===== config.mk =====
export PLATFORM = sky130hd
export DESIGN_NAME = cache_writeback_buffer
export DESIGN_NICKNAME = d
export VERILOG_FILES = /design/src/rtl/cache_pkg.sv /design/src/rtl/cache_wb_beat_mux.sv /design/src/rtl/cache_writeback_buffer.sv
export SDC_FILE = /design/constraint.sdc
export NUM_CORES = 1
export LEC_CHECK = 0
export BUFFER_PORTS_ARGS = -buffer_cell sky130_fd_sc_hd__buf_2
export CAP_MARGIN = 25
export CELL_PAD_IN_SITES_DETAIL_PLACEMENT = 1
export CELL_PAD_IN_SITES_GLOBAL_PLACEMENT = 1
export CORE_AREA = 4 4 249 251
export DETAILED_ROUTE_END_ITERATION = 12
export DIE_AREA = 0 0 253 255
export GPL_TIMING_DRIVEN = 0
export PLACE_DENSITY_LB_ADDON = 0.1
export SLEW_MARGIN = 20
export SYNTH_ARGS = -nofsm -noshare
export SYNTH_HDL_FRONTEND = slang
export SYNTH_SLANG_ARGS = --single-unit

===== constraint.sdc =====
create_clock -name clk -period 5.4 [get_ports clk]
set_clock_uncertainty 0.15 [all_clocks]
set_input_delay 1.08 -clock clk [delete_from_list [all_inputs] [get_ports clk]]
set_output_delay 1.08 -clock clk [all_outputs]
set_load 0.1 [all_outputs]

===== src/rtl/cache_pkg.sv =====
// Shared cache parameters, writeback FSM state type and address helper.
package cache_pkg;

    localparam int ADDR_W   = 32;
    localparam int INDEX_W  = 7;
    localparam int BLOCK_W  = 512;
    localparam int OFFSET_W = 6;
    localparam int BEAT_W   = 64;
    localparam int TAG_W    = ADDR_W - INDEX_W - OFFSET_W;
    localparam int BEATS    = BLOCK_W / BEAT_W;
    localparam int CNT_W    = $clog2(BEATS);

    typedef enum logic [1:0] {
        WB_IDLE = 2'd0,
        WB_SEND = 2'd1,
        WB_RESP = 2'd2
    } wb_state_e;

    function automatic logic [ADDR_W-1:0] block_addr(
        input logic [TAG_W-1:0]   tag,
        input logic [INDEX_W-1:0] index
    );
        return {tag, index, {OFFSET_W{1'b0}}};
    endfunction

endpackage


===== src/rtl/cache_wb_beat_mux.sv =====
// Selects the current memory beat out of the latched victim block and flags the final beat.
module cache_wb_beat_mux
    import cache_pkg::*;
(
    input  logic [BLOCK_W-1:0] block_i,
    input  logic [CNT_W-1:0]   cnt_i,
    output logic [BEAT_W-1:0]  beat_o,
    output logic               last_o
);

    // Beat 0 is the least significant BEAT_W bits of the block.
    always_comb begin
        beat_o = block_i[cnt_i*BEAT_W +: BEAT_W];
        last_o = (cnt_i == CNT_W'(BEATS - 1));
    end

endmodule


===== src/rtl/cache_writeback_buffer.sv =====
// One-entry dirty-block writeback buffer: latch victim, burst it to memory, await response.
// Optional snoop compare port enabled by defining CACHE_WB_SNOOP_EN.
module cache_writeback_buffer
    import cache_pkg::*;
(
    input  logic               clk,
    input  logic               rst_n,
    input  logic               evict_valid,
    output logic               evict_ready,
    input  logic [TAG_W-1:0]   evict_tag,
    input  logic [INDEX_W-1:0] evict_index,
    input  logic [BLOCK_W-1:0] evict_data,
    output logic               mem_wr_valid,
    input  logic               mem_wr_ready,
    output logic [ADDR_W-1:0]  mem_wr_addr,
    output logic [BEAT_W-1:0]  mem_wr_data,
    output logic               mem_wr_last,
    input  logic               mem_wr_resp_valid,
    input  logic               mem_wr_resp_err,
    output logic               wb_busy,
    output logic               wb_done,
    output logic               wb_err
`ifdef CACHE_WB_SNOOP_EN
    ,
    input  logic [TAG_W-1:0]   snoop_tag,
    input  logic [INDEX_W-1:0] snoop_index,
    output logic               snoop_hit
`endif
);

    wb_state_e          state_q, state_d;
    logic [CNT_W-1:0]   cnt_q, cnt_d;
    logic [TAG_W-1:0]   tag_q, tag_d;
    logic [INDEX_W-1:0] index_q, index_d;
    logic [BLOCK_W-1:0] block_q, block_d;
    logic               done_q, done_d;
    logic               err_q, err_d;

    logic [BEAT_W-1:0]  beat_s;
    logic               beat_last_s;
    logic               send_s;

    cache_wb_beat_mux u_beat_mux (
        .block_i (block_q),
        .cnt_i   (cnt_q),
        .beat_o  (beat_s),
        .last_o  (beat_last_s)
    );

    // Control state, latched victim address and completion pulses.
    always_ff @(posedge clk) begin
        if (!rst_n) begin
            state_q <= WB_IDLE;
            cnt_q   <= {CNT_W{1'b0}};
            tag_q   <= {TAG_W{1'b0}};
            index_q <= {INDEX_W{1'b0}};
            done_q  <= 1'b0;
            err_q   <= 1'b0;
        end else begin
            state_q <= state_d;
            cnt_q   <= cnt_d;
            tag_q   <= tag_d;
            index_q <= index_d;
            done_q  <= done_d;
            err_q   <= err_d;
        end
    end

    // Victim data storage; contents are only meaningful while a block is held.
    always_ff @(posedge clk) begin
        block_q <= block_d;
    end

    // Next-state logic for the IDLE -> SEND -> RESP cycle.
    always_comb begin
        state_d = state_q;
        cnt_d   = cnt_q;
        tag_d   = tag_q;
        index_d = index_q;
        block_d = block_q;
        done_d  = 1'b0;
        err_d   = 1'b0;
        case (state_q)
            WB_IDLE: begin
                if (evict_valid) begin
                    tag_d   = evict_tag;
                    index_d = evict_index;
                    block_d = evict_data;
                    cnt_d   = {CNT_W{1'b0}};
                    state_d = WB_SEND;
                end else begin
                    state_d = WB_IDLE;
                end
            end
            WB_SEND: begin
                if (mem_wr_ready) begin
                    if (beat_last_s) begin
                        cnt_d   = {CNT_W{1'b0}};
                        state_d = WB_RESP;
                    end else begin
                        cnt_d   = cnt_q + CNT_W'(1);
                    end
                end else begin
                    state_d = WB_SEND;
                end
            end
            WB_RESP: begin
                if (mem_wr_resp_valid) begin
                    state_d = WB_IDLE;
                    done_d  = 1'b1;
                    err_d   = mem_wr_resp_err;
                end else begin
                    state_d = WB_RESP;
                end
            end
            default: begin
                state_d = WB_IDLE;
                cnt_d   = {CNT_W{1'b0}};
            end
        endcase
    end

    // Outputs derive from registered state only, so they are glitch-free per cycle.
    always_comb begin
        send_s       = (state_q == WB_SEND);
        evict_ready  = (state_q == WB_IDLE);
        wb_busy      = (state_q != WB_IDLE);
        mem_wr_valid = send_s;
        mem_wr_last  = send_s & beat_last_s;
        mem_wr_addr  = block_addr(tag_q, index_q);
        wb_done      = done_q;
        wb_err       = err_q;
        if (send_s) begin
            mem_wr_data = beat_s;
        end else begin
            mem_wr_data = {BEAT_W{1'b0}};
        end
    end

`ifdef CACHE_WB_SNOOP_EN
    // Lets the controller stall a refill of a block still draining to memory.
    always_comb begin
        snoop_hit = wb_busy && (snoop_tag == tag_q) && (snoop_index == index_q);
    end
`endif

endmodule


After elaboration in Yosys (flattened, before gate mapping)
Cells that the tools add are included.

storage, ports and cells
  input port bits = 544
  memory bits (read-only) = 0
  memories kept = 0
  output and inout bits = 102
  word-level logic and storage cells = 34
  bits in writable memories = 0
  register bits after elaboration = 545
  bits in latches = 0

cells by class
  $add $sub $neg = 1
  order comparisons = 0
  equal/unequal tests = 6
  reductions and logical operators = 6
  bitwise gates (word level) = 2
  shift operators = 1
  muxes and demuxes = 11
  div/mod/pow operators = 0
  multiply operators = 0

operators by type and width
  kind                                                   number
  indexed part select 512 x 10 -> 64 bit                 1
  two-way mux 64 bit                                     1
  two-way mux 3 bit                                      3
  case mux 3 bit (3 select lines)                        1
  two-way mux 2 bit                                      3
  case mux 2 bit (3 select lines)                        1
  AND reduction 3 bit                                    2
  AND reduction 2 bit                                    2
  adder 3 x 1 -> 3 bit, second input constant            1
  equality test 3 bit, second input constant             1
  inequality test 3 x 2 -> 1 bit, second input constant  1
  equality test 2 x 1 -> 1 bit, second input constant    1
  equality test 2 bit, second input constant             1
  logical NOT 2 bit                                      1
  two-way mux 1 bit                                      2
  inequality test 2 x 1 -> 1 bit, second input constant  1
  inequality test 2 bit, second input constant           1
  nonzero test 2 bit                                     1
  bitwise AND 1 bit                                      1
  inverter 1 bit                                         1

Logic depth before layout (Yosys ltp)
Gate-level depths: netlist of run 1.

  depth in word-level cells = 4
  depth in mapped cells = 7
  mapped depth without buffers = 4

Hierarchy
From an unflattened synthesis of run 1, not the netlist that was laid out.

second synthesis, totals
  cell total of the unflattened synthesis = 969
  area total of the unflattened synthesis = 20,998.9 um^2

by module, submodules not included
  module                  cells each  times used  area an instance (um^2)  seq. area each (um^2)
  cache_writeback_buffer  741         1           17,164.0                 16,035.4
  cache_wb_beat_mux       228         1           3,834.9                  0.0

Worst setup path before layout of run 1
OpenSTA, ideal clock, no wires.

  kind = input to register
  from = input port evict_valid
  to = register block_q[0] (enable)
  library setup time = 475 ps
  arrival time = 4,097 ps
  buffers on the path = 2
  stages on the path = 4
  path slack = 678 ps
  required time = 4,775 ps
  cell sequence = or3b_1 buf_2 inv_4 buf_6

between the ends
  longest elaborated chain between the ends = 1

ends and longest elaborated chain
  what                                  RTL line                      text
  start: declaration                    cache_writeback_buffer.sv:8   input logic evict_valid,
  AND reduction 2 bit (no source line)  n/a
  end signal: assignment                cache_writeback_buffer.sv:71  block_q <= block_d;
  end: declaration                      cache_writeback_buffer.sv:35  logic [BLOCK_W-1:0] block_q, block_d;

No other way between the ends.
A chain may end at the register's enable or synchronous reset.

Worst setup path in the final report of run 1
  from = register cnt_q[1]
  to = output port mem_wr_data[63]

between the ends
  longest elaborated chain between the ends = 2

ends and longest elaborated chain
  what                                    RTL line                       text
  start: declaration                      cache_writeback_buffer.sv:32   logic [CNT_W-1:0] cnt_q, cnt_d;
  start signal: assignment                cache_writeback_buffer.sv:54   cnt_q <= {CNT_W{1'b0}};
  start signal: assignment                cache_writeback_buffer.sv:61   cnt_q <= cnt_d;
  indexed part select 512 x 10 -> 64 bit  cache_wb_beat_mux.sv:13        beat_o = block_i[cnt_i*BEAT_W +: BEAT_W];
  two-way mux 64 bit                      cache_writeback_buffer.sv:133  if (send_s) begin
  end: declaration                        cache_writeback_buffer.sv:16   output logic [BEAT_W-1:0] mem_wr_data,

No other way between the ends.

==> results of run 1 <==
-- state kept, by name, indices dropped and copies added, names as in the netlist --
register and flops:
block_q 512, index_q 7, wb_done 1, state_q 2
wb_err 1, tag_q 19, cnt_q 3
-- cell usage after synthesis --
library cell,number
mux2i_1,256
a32o_1,3
dfxtp_1,33
or3b_1,1
o22ai_1,129
clkbuf_1,4
buf_6,9
inv_4,1
inv_1,2
a21boi_1,18
or4b_1,1
a21oi_1,1
nand4bb_1,2
nor2_1,2
ha_1,2
or2_1,60
buf_4,8
conb_1,1
a21boi_0,8
nand2_1,52
buf_2,51
or2b_1,1
a32oi_1,1
or2_2,5
and4b_1,1
nor2b_1,2
nand4b_1,1
and3_1,1
o21a_1,1
and2_1,2
edfxtp_1,512
-- critical path, cell delays in order, from the launching register on --
cell and delay [ps]:
dfxtp_1 330, buf_2 220, buf_2 390, buf_2 430, mux2i_1 270, o22ai_1 110, or2_2 300, buf_2 310
-- layout by cell type, fill, tap and decap left out, types with 6 or more instances in the layout --
master	netlist	layout
or2_1	60	60
buf_6	9	8
a21boi_0	8	8
nand2_1	52	52
clkbuf_16	0	62
a21boi_1	18	18
diode_2	0	48
clkinv_2	0	15
clkbuf_1	4	10
buf_2	51	690
clkinv_1	0	20
buf_4	8	8
conb_1	1	6
edfxtp_1	512	512
mux2i_1	256	256
o22ai_1	129	129
dfxtp_1	33	33
-- logic make-up (layout without fill, tap and decap cells) --
logic type	after synthesis	after routing	share of synthesized area, %
DFF	545	545	77.0
muxes	256	256	12.3
AOI/OAI and AO/OA	161	161	5.06
and+or+nand+nor	131	131	3.40
buffers and inverters	75	830	2.14
adders and majority gates	2	2	0.120
other	1	54	0.0180
-- cell type report --
type / count / area share (%)
antenna: 48 / 0.441
buffer: 72 / 1.60
clock buffer: 70 / 5.89
clock inverter: 41 / 1.16
inverter: 3 / 0.0506
multi-input combinational: 556 / 16.1
sequential: 545 / 58.9
tap: 782 / 3.60
timing repair buffer: 644 / 12.3
-- power groups by stage --
stage	sequential [mW]	clock (mW)	combinational, mW
final	5.00	3.99	0.993
after global routing	5.02	4.28	1.06
after CTS	5.00	4.10	1.01
after detailed placement	5.09	0	1.00
after global placement	5.11	0	0.967
after floorplan	5.17	0	0.543
-- worst paths after layout --
| kind | start | to | slack (ps) | cells past startpoint |
|---|---|---|---|---|
| hold / removal | tag_q[17]$_SDFFE_PN0P_ | tag_q[17]$_SDFFE_PN0P_ | 300 | 2 |
| hold reg to reg | tag_q[17]$_SDFFE_PN0P_ | tag_q[17]$_SDFFE_PN0P_ | 300 | 2 |
| setup reg to reg | state_q[0]$_SDFFE_PN0P_ | block_q[330]$_DFFE_PP_ | 1760 | 8 |
| setup / recovery | cnt_q[1]$_SDFFE_PN0P_ | mem_wr_data[63] | 1200 | 7 |
-- routing by layer --
metal	share of wire [%]	GRT usage, %
met1	36	21.5
met2	52	35.0
met3	8.7	8.05
met4	3.1	8.57
met5	0.60	0
-- through the flow --
stage	hold WS, ps	area [um2]	power [mW]	cells	TNS (ps)
floorplan	397	20900	5.72	1176	0
global placement	290	25000	6.08	2597	-250580
detailed placement	299	25200	6.10	2602	0
CTS	308	27100	10.1	2713	0
global route	327	27200	10.4	2749	0
finish	302	27200	9.98	2761	0
==> results, run 1 <==
- The run finished with clean final reports.
- The gate count of the mapped netlist is 1171.
- The number of endpoints failing setup at the final stage is 0.
- Sorting the synthesized cells by area gives the leading types as edfxtp_1 (74%), mux2i_1 (12%), o22ai_1 (3.9%).
- Data on the critical path arrives at its endpoint at just under 3000 ps.
- Combinational logic burns around 9.9% of the power.
- The total routed wirelength is 67900 um.
- Relative to the synthesized area, the layout overhead comes to 30.6%.
- The critical setup path kind is reg2out.
- Entering global routing, the biggest net connects about 100 pins.
- The aggregate global-route resource usage is about a fifth.
- The wire length per cell is ~25 um.
- The total leakage power is 10.3 nW.
- The worst-case IR drop observed on VDD is approximately 300 uV.
- Sequential cells account for 50.1% of the total power.
- For this design, the CTS-stage hold fixing added 0 buffers.
- Fill cells in the final layout number 6149.
- The count of boundary I/O pins is between 600 and 700.
- The clock latency reported for the late side of the worst-skew pair is ~590 ps.
- The width of the die is between 200 and 300 um.
- The count of nets after finishing is 2428.
- The worst pin sits at a relative slew slack of between 50 and 60%.
- The number of synthesis warnings is 0.
- Cells with a size suffix above 1 make up 41.6% of the layout.
- The cell internal power dissipation is ~7.6 mW.
- The netlist uses 31 different library cells.
- The via count of the first global-routing pass is 14200.
- For this design the ratio of total power to cell area is ~370 mW/mm2.
- The setup slack after placement is 979 ps.
- The floorplan step defined a die boundary enclosing around 0.065 mm2.
- STA classifies the critical path endpoint as a primary output.
- The area share of the largest cell type after synthesis is about three quarters.
- The maximum frequency from static timing analysis is between 200 and 250 MHz.
- The number of pins exceeding their max-slew limit in the final report is 0.
- Once detailed placement completed, the half-perimeter wirelength came to ~51000 um.
- The worst-case setup margin in the final layout is 1200 ps.
- Counting along the longest clock path gives a buffer depth of 3.
- The initialized floorplan defines 90 standard-cell rows.
- The required time of the worst setup path is around 4200 ps.
- The routed layout has between 10000 and 15000 vias.
- The biggest fanout along the worst timing path is 10.
- The count of buffers added on input and output ports is between 600 and 700.
- The clock network is responsible for between 40% and 50% of the overall power.
- After the first detailed-routing iteration, the DRC count stood at 719.
- For this configuration, the core starts out at a cell density of roughly a third.
- Across the run, the number of max-cap violations was 0.
- For this design, the sink count on the clock tree is ~550.
- In the routed design, unresolved DRC markers number 0.
- The tightest min-delay check is of the reg2reg type.
- The net switching power of the design is approximately 2.4 mW.
- The number of nets still failing antenna checks after routing is 0.
- Summing all flip-flop and latch instances after layout gives 0.0160 mm2.
- The pre-antenna-repair detailed-routing pass consisted of 5 iterations.
- STA classifies the critical path startpoint as a flip-flop.
- The number of antenna violations at the first check in global routing is 77.
- The register bit count reported by yosys is 545.
- The die is around 260 um tall.
- The number of setup buffers added after CTS is 0.
- For this run, the share of the core covered by cells in the final layout is 45.4%.
- Of the synthesized area, sequential elements account for 77.0%.
- The multi-input combinational cells in the finished layout cover a total of 0.00437 mm2.
- The via density per instance is 4.79.
- The number of CTS-inserted buffers is 60.
- Summed over all layers, the global routing overflow is 0.
- The final hold violation count is 0.
- The total of cells resized after clock tree synthesis is 0.
- The wire length of the first global-routing pass is ~93000 um.
- The ratio of final minimum period to clock period is between 70% and 80%.
- TritonCTS built the clock tree.
- The area of the mapped netlist is between 0.02 and 0.025 mm2.
- The core footprint is around 0.060 mm2.
- The maximum level of the CTS H-tree is 2.
- The clock slew seen by the registers of the worst setup and hold paths is around 60 ps.
- The cell sitting at the root of the clock tree is a clkbuf_16.
- Setup repair after global routing left no endpoint under its margin.
- The library cell occupying the most area in the post-synthesis netlist is edfxtp_1.
- Routability-driven placement finished with a final weighted congestion of ~0.83.
- The mean area per synthesized cell is between 15 and 20 um2.
- Of the total power, the share spent switching nets is between 20% and 30%.
- The time the final worst path needs with I/O delays and setup is between 4000 and 5000 ps.
- At the pin with the least slew margin, the transition time is around 750 ps.
Power figures use the tool's default switching activity.
==> inputs of run 2 (changes only) <==
--- a/config.mk
+++ b/config.mk
@@ -9,9 +9,9 @@
 export CAP_MARGIN = 25
 export CELL_PAD_IN_SITES_DETAIL_PLACEMENT = 1
 export CELL_PAD_IN_SITES_GLOBAL_PLACEMENT = 1
-export CORE_AREA = 4 4 249 251
+export CORE_AREA = 4 4 247 249
 export DETAILED_ROUTE_END_ITERATION = 12
-export DIE_AREA = 0 0 253 255
+export DIE_AREA = 0 0 251 253
 export GPL_TIMING_DRIVEN = 0
 export PLACE_DENSITY_LB_ADDON = 0.1
 export SLEW_MARGIN = 20
==> constraint.sdc (replaced) <==
create_clock -name clk -period 3.58 [get_ports clk]
set_clock_uncertainty 0.15 [all_clocks]
set_input_delay 0.716 -clock clk [delete_from_list [all_inputs] [get_ports clk]]
set_output_delay 0.716 -clock clk [all_outputs]
set_load 0.1 [all_outputs]
==> results, run 2 (same netlist as run 1, synthesis figures left out) <==
- The wire length of the first global-routing pass is around 94000 um.
- The H-tree was split into 2 levels.
- The worst-case setup margin in the final layout is ~76 ps.
- The largest registers in the layout are block_q (512), tag_q (19), index_q (7).
- The min-delay analysis places its worst path in the category in2reg.
- The routability-driven placement congestion ratio is roughly 0.81.
- The via count of the first global-routing pass is ~14000.
- The filler cells instantiated in the layout total approximately 6000.
- The biggest fanout along the worst timing path is 10.
- The height of the die is 253 um.
- Clock tree synthesis selected as its root buffer the cell clkbuf_16.
- Summed over all cells, the static leakage comes to roughly 10 nW.
- The number of setup buffers added after CTS is 0.
- The total overflow left after global routing is 0.
- The core region is between 0.05 and 0.06 mm2.
- Walking the worst path, the cells encountered are buf_4 > buf_6 > buf_6 > mux2i_1 > o22ai_1 > or2_1 > buf_4.
- STA puts the critical path data required time at between 2000 and 3000 ps.
- The number of design rule violations left after detail routing is 0.
- The number of endpoints failing setup at the final stage is 0.
- TritonCTS created 61 clock buffers.
- Port buffering added between 600 and 700 buffers.
- The die covers roughly 0.064 mm2.
- The final layout contains around 2400 nets.
- Across every metal layer, demand over resource in global routing totals approximately 20%.
- The top register by number of flip-flops is block_q.
- The kind of cell with the highest combined delay on the critical path is buffers and inverters.
- The wire length per cell is between 20 and 25 um.
- In this run the tightest slew margin relative to its limit is between 40 and 50%.
- The flow ran to the end, and the final reports show no timing, DRC or antenna violations.
- For this block, the routed nets add up to about 68000 um of wire.
- The most common cell after layout, fill and taps aside is buf_2.
- The count of nets left with antenna violations once routing finished came out at 0.
- The post-route non-filler standard cell count is between 2000 and 3000.
- The number of buffers and inverters on the critical path is 4.
- The via density per instance is ~4.8.
- Entering global routing, the biggest net connects around 150 pins.
- The number of pins exceeding their max-slew limit in the final report is 0.
- In the finished design, the share of the clock period the worst path needs comes to a little over nine tenths.
- For the final routed database, the setup TNS stands at 0 ps.
- Setup repair after global routing could not meet its margin everywhere.
- The register with the most flip-flops in the layout has 512 of them.
- The number of sinks on the clock net is 545.
- The data arrival time of the critical path is approximately 2600 ps.
- The pin slew with the least headroom to its limit is roughly 840 ps.
- The number of antenna violations at the first check in global routing is between 50 and 60.
- The iteration-0 DRC count of the detailed router is around 860.
- The number of instances in the placed design is about 2600.
- The ratio of cells with drive above 1 in the final layout is approximately two fifths.
- From synthesis to final layout, the design area changed by 31.7%.
- The power per cell area is 549 mW/mm2.
- around 650 I/O pins were placed.
- The half-perimeter wire length after placement is 49700 um.
- The critical setup path kind is reg2out.
- The number of detailed-route iterations in the first pass is 5.
- The clock latency reported for the late side of the worst-skew pair is ~610 ps.
- For this block, the via count after detailed routing is 13200.
- The final hold violation count is 0.
- The floorplan has 89 rows.
- The die is around 250 um wide.
- The tool flagged a number of max-cap violations equal to 0.
- The element type at the critical path start is a flip-flop.
- The maximum single-stage delay on the critical path is between 400 and 500 ps.
- In the layout the commonest cells are buf_2 (606), edfxtp_1 (512), mux2i_1 (248).
- The peak supply drop is around 430 uV.
- The longest clock path from root to sink contains 3 buffers.
- The time the final worst path needs with I/O delays and setup is 3500 ps.
- On the critical path, the stage with the largest delay is an instance of dfxtp_1.
- TritonCTS built the clock tree.
- The number of hold buffers added after CTS is 0.
- The type of element capturing the critical path is a primary output.
- Timing would allow up to roughly 290 MHz.
- Before CTS, the worst setup slack after placement is -191 ps.
- Clock-pin slew was measured on the worst setup and hold paths at ~60 ps.
- The initial utilization of the core area, before any placement, comes to 35.5%.
-- run 2: repair_timing --
item / in CTS / in global routing
setup endpoints to repair: 64 / 53
cloned: 0 / 0
resized for setup: 80 / 46
-- run 2: worst reg2reg max path, delay by kind of cell, from the launching register on --
family / cells / cell delay [ps]
flip-flops: 1 / 290
AND/OR/NAND/NOR: 1 / 340
buffers and inverters: 6 / 2100
-- run 2: layer usage --
metal / up-vias / global-route usage, % / wire, um
met4: 48 / 6.13 / 1640
met3: 132 / 7.27 / 5400
li1: 6065 / - / -
met5: - / 0 / 298
met2: 420 / 37.1 / 36100
met1: 6528 / 22.4 / 24400
-- run 2: worst paths after layout --
| check | startpoint | end | slack, ps | depth (start not counted) |
|---|---|---|---|---|
| setup / recovery | cnt_q[1]$_SDFFE_PN0P_ | mem_wr_data[47] | 80 | 7 |
| hold reg to reg | tag_q[14]$_SDFFE_PN0P_ | tag_q[14]$_SDFFE_PN0P_ | 300 | 2 |
| setup reg to reg | state_q[0]$_SDFFE_PN0P_ | block_q[336]$_DFFE_PP_ | 90 | 7 |
| hold / removal | evict_data[439] | block_q[439]$_DFFE_PP_ | 120 | 1 |
-- run 2: area by class of cell --
class / count / area (um2) / share of cell area (%)
Inverter: 3 / 13.8 / 0.0502
Antenna cell: 26 / 65.1 / 0.237
Buffer: 72 / 638 / 2.33
Clock inverter: 43 / 339 / 1.24
Tap cell: 773 / 967 / 3.53
Clock buffer: 72 / 1570 / 5.71
Sequential cell: 545 / 16000 / 58.4
Multi-Input combinational cell: 556 / 4420 / 16.1
Timing Repair Buffer: 642 / 3390 / 12.4
-- run 2: power by group --
part / switching (mW) / total (mW) / internal (mW)
logic: 1.05 / 1.52 / 0.461
registers: 0.104 / 7.55 / 7.45
clock network: 2.54 / 6.01 / 3.47
total: 3.70 / 15.1 / 11.4
-- run 2: stage by stage --
| step | utilization (%) | instance area, um2 | power, mW | hold slack [ps] |
|---|---|---|---|---|
| 2_1_floorplan | - | 20900 | 8.61 | 397 |
| 3_3_place_gp | 42.6 | 25000 | 9.15 | 291 |
| 3_5_place_dp | 42.8 | 25100 | 9.18 | 297 |
| 4_1_cts | 46.4 | 27300 | 15.3 | 61.3 |
| 5_1_grt | 46.7 | 27400 | 15.7 | 71.0 |
| 6_report | 46.8 | 27400 | 15.1 | 117 |
==> inputs of run 3 (changes only) <==
--- a/config.mk
+++ b/config.mk
@@ -9,12 +9,13 @@
 export CAP_MARGIN = 25
 export CELL_PAD_IN_SITES_DETAIL_PLACEMENT = 1
 export CELL_PAD_IN_SITES_GLOBAL_PLACEMENT = 1
-export CORE_AREA = 4 4 247 249
+export CORE_AREA = 4 4 252 254
 export DETAILED_ROUTE_END_ITERATION = 12
-export DIE_AREA = 0 0 251 253
+export DIE_AREA = 0 0 256 258
 export GPL_TIMING_DRIVEN = 0
 export PLACE_DENSITY_LB_ADDON = 0.1
 export SLEW_MARGIN = 20
 export SYNTH_ARGS = -nofsm -noshare
 export SYNTH_HDL_FRONTEND = slang
+export SYNTH_HIERARCHICAL = 1
 export SYNTH_SLANG_ARGS = --single-unit
==> results, run 3 <==
- The flow ran to the end, and the final reports show no timing, DRC or antenna violations.
- The top cell types in the final layout, fill and taps aside, are buf_2 (579), edfxtp_1 (512), mux4_2 (128).
- The count of boundary I/O pins is roughly 650.
- The initialized floorplan defines slightly above 90 standard-cell rows.
- The wire length per cell is 26.0 um.
- The number of sinks on the clock net is between 500 and 600.
- The first detailed-routing pass ran for 5 iterations.
- The maximum frequency from static timing analysis is about 290 MHz.
- The data arrival time of the critical path is around 2600 ps.
- In this run the number of H-tree levels came out at 2.
- In the post-synthesis netlist, the biggest area contributors are edfxtp_1 (73%), mux4_2 (14%), mux2_2 (3.4%).
- The worst setup path is launched from a flip-flop.
- The area of the mapped netlist is 0.0210 mm2.
- In this run the worst path has a maximum fanout of 10.
- The number of violations of the max-capacitance limit is 0.
- Counting every instance in the synthesized netlist gives 969.
- The worst-case IR drop observed on VDD is between 300 and 400 uV.
- The largest registers in the layout are block_q (512), tag_q (19), index_q (7).
- The clock latency reported for the late side of the worst-skew pair is ~600 ps.
- The count of nets after finishing is between 2000 and 2500.
- The number of antenna violations at the first check in global routing came to 50.
- The aggregate global-route resource usage is 19.6%.
- The CTS tree is done.
- The time the final worst path needs with I/O delays and setup is between 3000 and 4000 ps.
- The half-perimeter wire length after placement is 49700 um.
- The core footprint is around 0.06 mm2.
- The number of enable-type register cells in the synthesized netlist is between 500 and 600.
- The pin slew with the least headroom to its limit is 887 ps.
- The top register by number of flip-flops is block_q.
- The sequential area share after synthesis is between 70% and 80%.
- The width of the die is between 200 and 300 um.
- The area share of the largest cell type after synthesis is 73.2%.
- The number of CTS-inserted buffers is 60.
- The power per cell area is around 550 mW/mm2.
- The sum of negative setup slack is 0 ps.
- The commonest cells after synthesis are edfxtp_1 (512), mux4_2 (128), and2_1 (66).
- In this run, synthesis produced a sequential element count of roughly 550.
- The startpoint identified for the worst register-to-register timing path is state_q[1]$_SDFFE_PN0P_.
- The die outline area is 0.0660 mm2.
- After detailed routing, the met2 layer carries about 35000 um of wire.
- The via count of the first global-routing pass is approximately 13000.
- The number of port buffers is ~640.
- The critical path starts at cnt_q[0]$_SDFFE_PN0P_.
- The via density per instance is roughly 4.8.
- The clock slew seen by the registers of the worst setup and hold paths is around 60 ps.
- The most repeated cell in the gate-level netlist after synthesis is edfxtp_1.
- The iteration-0 DRC count of the detailed router is 934.
- The ratio of cells with drive above 1 in the final layout is between 50% and 60%.
- The number of endpoints failing setup at the final stage is 0.
- The highest metal layer with signal wires is met5.
- The ratio of final minimum period to clock period is between 90 and 100%.
- The detailed router put a total of 24000 um of wire on met1.
- The final hold violation count is 0.
- The hold path startpoint is evict_data[153].
- Leaving out fill and tap cells, the most frequent cell in the layout is buf_2.
- In this run the worst hold path is classified as in2reg.
- The routed design uses about 5600 um of met3 wire.
- Entering global routing, the biggest net connects around 140 pins.
- The overflow left after global routing is 0.
- The number of pins exceeding their max-slew limit in the final report came to 0.
- From bottom edge to top edge, the die measures 258 um.
- The required time of the worst setup path is about 2700 ps.
- After layout, the design draws a total of between 15 and 20 mW.
- The main flop type after synthesis is edfxtp_1.
- The number of synthesis warnings is 6.
- The number of hold buffers added after CTS is 0.
- Summed over all layers, the routed wires come to about 67000 um.
- The routability-driven placement congestion ratio is around 0.80.
- The worst setup path is captured at a primary output.
- The total leakage power is roughly 10 nW.
- Dividing the synthesized area by the synthesized cell count gives roughly 22 um2.
- Setup repair after global routing could not meet its margin everywhere.
- The number of design rule violations left after detail routing is 0.
- The routed layout has between 10000 and 15000 vias.
- Once detail routing completed, the nets flagged for antenna violations numbered 0.
- Counting distinct cell types in the post-synthesis netlist gives 32.
- The wire length of the first global-routing pass is 93500 um.
- The normalized max-slew margin is between 40% and 50%.
- For this run, asynchronously set or reset flops after synthesis account for 0%.
- The starting density of the core is 34.3%.
- The maximum root-to-sink buffer count is 3.
- The flip-flop count of the largest register after layout is approximately 510.
- The synthesized design spends more area on one cell type than any other, namely edfxtp_1.
- Relative to the synthesized area, the layout overhead comes to 32.9%.
- CTS placed an instance of clkbuf_16 at the clock tree root.
- By startpoint and endpoint, the worst setup path is classified as reg2out.
## run 3: cell count changes in the layout (fill, tap and decap cells not counted), sizes merged, moves of 10 or more
cell / change
mux4: +128
mux2i: -255
diode: +10
clkinv: -13
or2: -65
mux2: +64
o22ai: -129
and2: +64
## run 3: layout make-up
cell class / instances / area, um2
clock buffer: 86 / 1700
tap: 790 / 988
clock inverter: 27 / 206
timing repair buffer: 655 / 3700
multi-input combinational: 369 / 4610
inverter: 4 / 23.8
sequential: 545 / 16000
fill: 6031 / 33400
antenna: 36 / 90.1
buffer: 56 / 541
## run 3: worst paths after layout
check                           slack (ps)  depth (start not counted)                     end
worst max-delay path                    90                          6         mem_wr_data[22]
worst min-delay path                   130                          1  block_q[153]$_DFFE_PP_
worst max register to register         290                          7  block_q[291]$_DFFE_PP_
worst min register to register         300                          2   tag_q[2]$_SDFFE_PN0P_
## run 3: report_power, final
part	leakage [nW]	total [mW]	switching (mW)	internal (mW)
Combinational	4.39	1.70	1.06	0.639
Sequential	5.17	7.55	0.104	7.44
Clock	0.931	6.03	2.53	3.50
## run 3: repair_timing
item                       in CTS  in global routing
setup endpoints to repair     116                 46
pin swaps                       0                  0
buffers inserted                3                  3
gates resized for setup       113                 38
gates cloned                    2                  1
## run 3: per-layer routing
metal  GRT usage, %  up-vias
li1               -     5433
met1           21.9     6195
met2           34.9      430
met3           7.34      130
met4           6.14       40
met5              0        -
## run 3: logic make-up after synthesis
logic type / count (synthesis) / synth area share (%)
buffers and inverters: 60 / 1.78
other: 1 / 0.0179
adder cells (fa/ha/maj): 1 / 0.0596
flip-flops: 545 / 76.4
AO/OA/AOI/OAI: 34 / 1.20
AND/OR/NAND/NOR: 135 / 3.38
multiplexers: 193 / 17.2
## run 3: through the flow
stage / worst slack, ps / utilization [%] / std cells / cell area (um2) / hold slack, ps
2_1_floorplan: 165 / - / 974 / 21000 / 312
3_3_place_gp: -527 / 41.2 / 2403 / 25200 / 290
3_5_place_dp: -421 / 41.4 / 2410 / 25400 / 296
4_1_cts: -35.9 / 45.1 / 2528 / 27700 / 74.5
5_1_grt: -32.3 / 45.5 / 2554 / 27900 / 84.5
6_report: 92.6 / 45.5 / 2568 / 27900 / 127
## run 3: critical path, cell delays in order, from the launching register on
cell	delay, ps
dfxtp_4	440
buf_12	190
buf_8	190
mux4_2	550
mux2_2	270
and2_1	130
buf_4	230
